`config.mk`:
```
export PLATFORM = sky130hd
export DESIGN_NAME = sprite_rom_arbiter
export DESIGN_NICKNAME = d
export VERILOG_FILES = /design/src/rtl/sprite_pkg.sv /design/src/rtl/sprite_rom_arbiter_picker.sv /design/src/rtl/sprite_rom_arbiter.sv
export SDC_FILE = /design/constraint.sdc
export NUM_CORES = 1
export LEC_CHECK = 0
export CORE_UTILIZATION = 44
export DETAILED_ROUTE_END_ITERATION = 16
export PLACE_DENSITY_LB_ADDON = 0.1
export SYNTH_ARGS = -nofsm -noshare
export SYNTH_HDL_FRONTEND = slang
export SYNTH_SLANG_ARGS = --single-unit
```
`constraint.sdc`:
```
create_clock -name clk -period 4.97 [get_ports clk]
set_input_delay 0.994 -clock clk [delete_from_list [all_inputs] [get_ports clk]]
set_output_delay 0.994 -clock clk [all_outputs]
set_load 0.03 [all_outputs]
```
`src/rtl/sprite_pkg.sv`:
```
// Shared constants and FSM encoding for the sprite ROM arbiter.
package sprite_pkg;

  localparam int ROW_W      = 4;
  localparam int DEF_ID_W   = 2;
  localparam int DEF_DATA_W = 16;

  typedef enum logic [1:0] {
    ST_IDLE  = 2'b00,
    ST_FETCH = 2'b01
  } state_e;

endpackage

```
`src/rtl/sprite_rom_arbiter_picker.sv`:
```
// Round-robin priority picker: first set request at or after the rr pointer, wrapping.
module rr_priority_picker #(
  parameter int NUM_REQ = 4,
  parameter int IDX_W   = 2
) (
  input  logic [NUM_REQ-1:0] req,
  input  logic [IDX_W-1:0]   rr,
  output logic [NUM_REQ-1:0] grant,
  output logic [IDX_W-1:0]   idx,
  output logic               valid
);

  int pos;

  always_comb begin
    valid = 1'b0;
    idx   = '0;
    grant = '0;
    pos   = 0;
    for (int k = 0; k < NUM_REQ; k++) begin
      pos = (int'(rr) + k) % NUM_REQ;
      if (!valid && req[IDX_W'(pos)]) begin
        valid = 1'b1;
        idx   = IDX_W'(pos);
      end
    end
    if (valid) grant[idx] = 1'b1;
  end

endmodule

```
`src/rtl/sprite_rom_arbiter.sv`:
```
// Shares one sprite ROM between NUM_REQ renderers: round-robin grant, registered
// address, one-cycle ROM read, registered data plus a one-hot ack strobe.
module sprite_rom_arbiter
  import sprite_pkg::*;
#(
  parameter int NUM_REQ = 4,
  parameter int ID_W    = DEF_ID_W,
  parameter int DATA_W  = DEF_DATA_W
) (
  input  logic                      clk,
  input  logic                      reset,
  input  logic [NUM_REQ-1:0]        req,
  input  logic [NUM_REQ*ID_W-1:0]   sprite_id,
  input  logic [NUM_REQ*ROW_W-1:0]  row,
  output logic [ID_W+ROW_W-1:0]     rom_addr,
  input  logic [DATA_W-1:0]         rom_bits,
  output logic [NUM_REQ-1:0]        ack,
  output logic [DATA_W-1:0]         rd_data,
  output logic                      busy
);

  localparam int IDX_W = (NUM_REQ > 1) ? $clog2(NUM_REQ) : 1;

  state_e                  state, state_nxt;
  logic [IDX_W-1:0]        rr;
  logic [IDX_W-1:0]        pick_idx;
  logic [NUM_REQ-1:0]      pick_grant;
  logic                    pick_valid;
  logic [NUM_REQ-1:0]      eligible;
  logic [NUM_REQ-1:0]      grant_oh_p0;
  logic [ID_W+ROW_W-1:0]   sel_addr;

  // A requester being acked this cycle has not yet had a chance to drop req.
  assign eligible = req & ~ack;

  rr_priority_picker #(
    .NUM_REQ (NUM_REQ),
    .IDX_W   (IDX_W)
  ) u_picker (
    .req   (eligible),
    .rr    (rr),
    .grant (pick_grant),
    .idx   (pick_idx),
    .valid (pick_valid)
  );

  always_comb begin
    sel_addr = '0;
    for (int i = 0; i < NUM_REQ; i++) begin
      if (pick_idx == IDX_W'(i))
        sel_addr = {sprite_id[i*ID_W +: ID_W], row[i*ROW_W +: ROW_W]};
    end
  end

  always_ff @(posedge clk) begin
    if (!reset) state <= ST_IDLE;
    else        state <= state_nxt;
  end

  always_comb begin
    state_nxt = ST_IDLE;
    case (state)
      ST_IDLE:  if (pick_valid) state_nxt = ST_FETCH;
      ST_FETCH: state_nxt = ST_IDLE;
      default:  state_nxt = ST_IDLE;
    endcase
  end

  always_comb begin
    busy = (state == ST_FETCH);
  end

  // p0: grant latches address and owner; p1: ROM data and ack leave together.
  always_ff @(posedge clk) begin
    if (!reset) begin
      rr          <= '0;
      rom_addr    <= '0;
      grant_oh_p0 <= '0;
      ack         <= '0;
      rd_data     <= '0;
    end else begin
      ack <= '0;
      if (state == ST_IDLE && pick_valid) begin
        rr          <= (pick_idx == IDX_W'(NUM_REQ-1)) ? '0 : pick_idx + 1'b1;
        rom_addr    <= sel_addr;
        grant_oh_p0 <= pick_grant;
      end
      if (state == ST_FETCH) begin
        rd_data <= rom_bits;
        ack     <= grant_oh_p0;
      end
    end
  end

endmodule

```
==> impl_metrics.py <==
metrics = {
    "worst_hold_path": {
        "hp-start": "grant_oh_p0[2]",
        "worst_hold_path.num_cells": 1,
        "hold_class": "reg -> reg",
        "min_to": "ack[2]",
    },
    "place": {
        "gp_congestion": 0.837,
        "io_buffers": 72,
        "hpwl_mm": 2.69,
        "preCtsSetupSlack_ns": 1.69,
    },
    "cts": {
        "htreeDepth": 2,
        "insertion_delay_ns": 0.32,
        "clk_path_buf_depth": 2,
        "postCtsSetupRepairBufs": 0,
        "tritoncts": "done",
        "post_cts_resized": 0,
        "cts_root_buffer": "clkbuf_4",
        "cts_sinks": 33,
        "cts.reportedPaths.clkPinSlew_ns": 0.10,
        "numCtsBuffers": 5,
        "holdBufCountCts": 0,
    },
    "power": {
        "leakage_nw": 0.933,
        "power.total_mw": 0.759,
        "peakVddDrop_mv": 0.212,
        "power.density_mw_per_mm2": 323,
    },
    "grt": {
        "grt_max_degree": 34,
        "grt_pass1_wl_mm": 5.91,
        "antenna_found_initial": 0,
        "grt_pass1_vias": 1376,
        "grt.total_usage": 0.218,
        "grt_overflow_total": 0,
    },
    "yosys": {
        "yosys_warnings": 0,
        "synth_cell_type_count": 25,
        "syn-instance-count": 165,
        "syn_nets": 215,
        "ys_ff_latch": 33,
        "seq_area_frac_synth": 0.429,
        "syn-cell-area_mm2": 0.00154,
        "avgSynthCellArea_um2": 9.34,
    },
    "critical_path": {
        "worstSetupPathType": "in -> reg",
        "arrival_ns": 3.17,
        "endpoint_kind": "flip-flop",
        "reg2reg_from": "ack[2]",
        "cp_data_required_time_ns": 5.14,
        "crit_fanout": 13,
        "reg2reg_depth": 8,
        "r2r-end": "rom_addr[4]",
        "r2r_slack_ns": 2.83,
        "startpoint_type": "input port",
    },
    "cells_and_area": {
        "final_common_cell": "clkdlybuf4s50_1",
        "syn2layout_area_growth_pct": 52.2,
        "multi_input_area_um2": 803,
        "nFillCells": 280,
        "layout-drive-gt1-share": 0.0551,
        "final_cell_mix": "clkdlybuf4s50_1 (72), dfxtp_1 (33), nor2b_1 (23)",
        "finalNetCount": 285,
        "seqCellArea_um2": 661,
        "final_core_util": 0.703,
        "diodes": 0,
    },
    "job": {
        "maxCapViolCount": 0,
    },
    "route": {
        "wl_met1_mm": 1.52,
        "drc_errors": 0,
        "vias_per_cell": 4.96,
        "dr_wl_met3_um": 206,
        "drt-initial-drc-count": 148,
        "routed-wl-met2_mm": 1.88,
        "dr.pass1.iters": 4,
        "routed_wl_mm": 3.67,
        "maxUsedRoutingLayer": "met4",
        "routedWlPerCell_um": 13.0,
        "via_count": 1398,
        "ant_nets": 0,
    },
    "sta": {
        "finalMaxSlewViolations": 0,
        "fin_worst_skew_ns": 0.00681,
        "fin_hold_ws_ns": 0.490,
        "hold_viol_final": 0,
        "setup_violations": 0,
        "fin_crit_sh": 0.603,
        "finalSetupTns_ns": 0,
        "setup_ws_ns": 1.97,
        "rsz0062_at_grt": "no",
        "max_freq_ghz": 0.333,
        "worst_slew_pin_slew_ns": 0.974,
        "period_needed_ns": 3.00,
        "slew_headroom": 0.351,
    },
    "floorplan": {
        "dieArea_mm2": 0.00374,
        "num_io_pins": 73,
        "fp.dieW_um": 61.2,
        "die_h_um": 61.2,
        "core_mm2": 0.00334,
        "rows": 21,
        "start_util": 0.462,
    },
    "outcome": {
        "outcome": "finished, final reports clean",
    },
}
## power breakdown
part           leakage, nW  internal (mW)  switching, mW
registers            0.271          0.293         0.0187
clock network       0.0413         0.0820         0.0847
logic                0.621          0.133          0.148
total                0.933          0.507          0.251
## cells in the mapped netlist
master / number / area (um^2)
and2_1: 1 / 6.26
and3_1: 5 / 31.3
buf_2: 5 / 25.0
clkbuf_1: 4 / 15.0
a21oi_1: 19 / 95.1
nand2b_4: 3 / 41.3
a31oi_1: 1 / 6.26
nor2_1: 2 / 7.51
nand2b_1: 1 / 6.26
nor2b_1: 23 / 144
a22oi_1: 6 / 45.0
nand3_1: 1 / 5.00
a41oi_2: 1 / 16.3
o22a_1: 1 / 8.76
buf_6: 1 / 11.3
mux2i_1: 21 / 210
inv_1: 7 / 26.3
dfxtp_1: 33 / 661
o21ai_1: 7 / 35.0
o22ai_1: 3 / 18.8
o21ai_0: 7 / 35.0
ha_1: 4 / 50.1
a32oi_1: 1 / 8.76
nand4_1: 1 / 6.26
nand2_1: 7 / 26.3
## per-layer routing
layer | global-route usage | up-vias
met2 | 0.376 | 53
met1 | 0.251 | 620
met3 | 0.0672 | 9
li1 | - | 716
met4 | 0.0909 | 0
met5 | 0 | -
## registers in the layout, indices dropped and copies added (netlist names)
signal	count
ack	4
rd_data	16
grant_oh_p0	4
rom_addr	6
state	1
rr	2
## stage by stage
stage	instances	instance area, um^2
6_report	282	2350
2_1_floorplan	165	1540
3_3_place_gp	274	2280
5_1_grt	282	2350
4_1_cts	282	2350
3_5_place_dp	274	2280
## worst max path at each step
stage | from | slack (ns) | to | cells past startpoint
floorplan | req[1] | 2.48 | rom_addr[4] | 9
global placement | req[1] | 1.79 | rom_addr[1] | 9
global route | req[1] | 1.89 | rom_addr[2] | 10
CTS | req[1] | 2.03 | rom_addr[4] | 9
finish | req[1] | 1.97 | rom_addr[4] | 9
detailed placement | req[1] | 1.69 | rom_addr[4] | 9
## kinds of logic (layout without fill, tap and decap cells)
family | Yosys count | after routing | synth area share
compound gates | 46 | 46 | 0.175
simple gates | 44 | 44 | 0.178
flops | 33 | 33 | 0.429
mux | 21 | 21 | 0.136
buf+inv | 17 | 88 | 0.0503
fa+ha+maj | 4 | 4 | 0.0325
## critical path, cell delays in order
cell and delay [ns]:
clkdlybuf4s50_1 0.52, nor2b_1 0.19, o22ai_1 0.10, a32oi_1 0.27
and3_1 0.25, ha_1 0.45, a21oi_1 0.09, a22oi_1 0.20
a21oi_1 0.09
## area by class of cell
class                      count  share of cell area
clock buffer                   7              0.0277
clock inverter                 1             0.00213
timing repair buffer          73               0.310
tap                           46              0.0245
inverter                       7              0.0112
sequential                    33               0.282
multi-input combinational    115               0.342
Note: power is estimated with default switching activity, not from simulation.
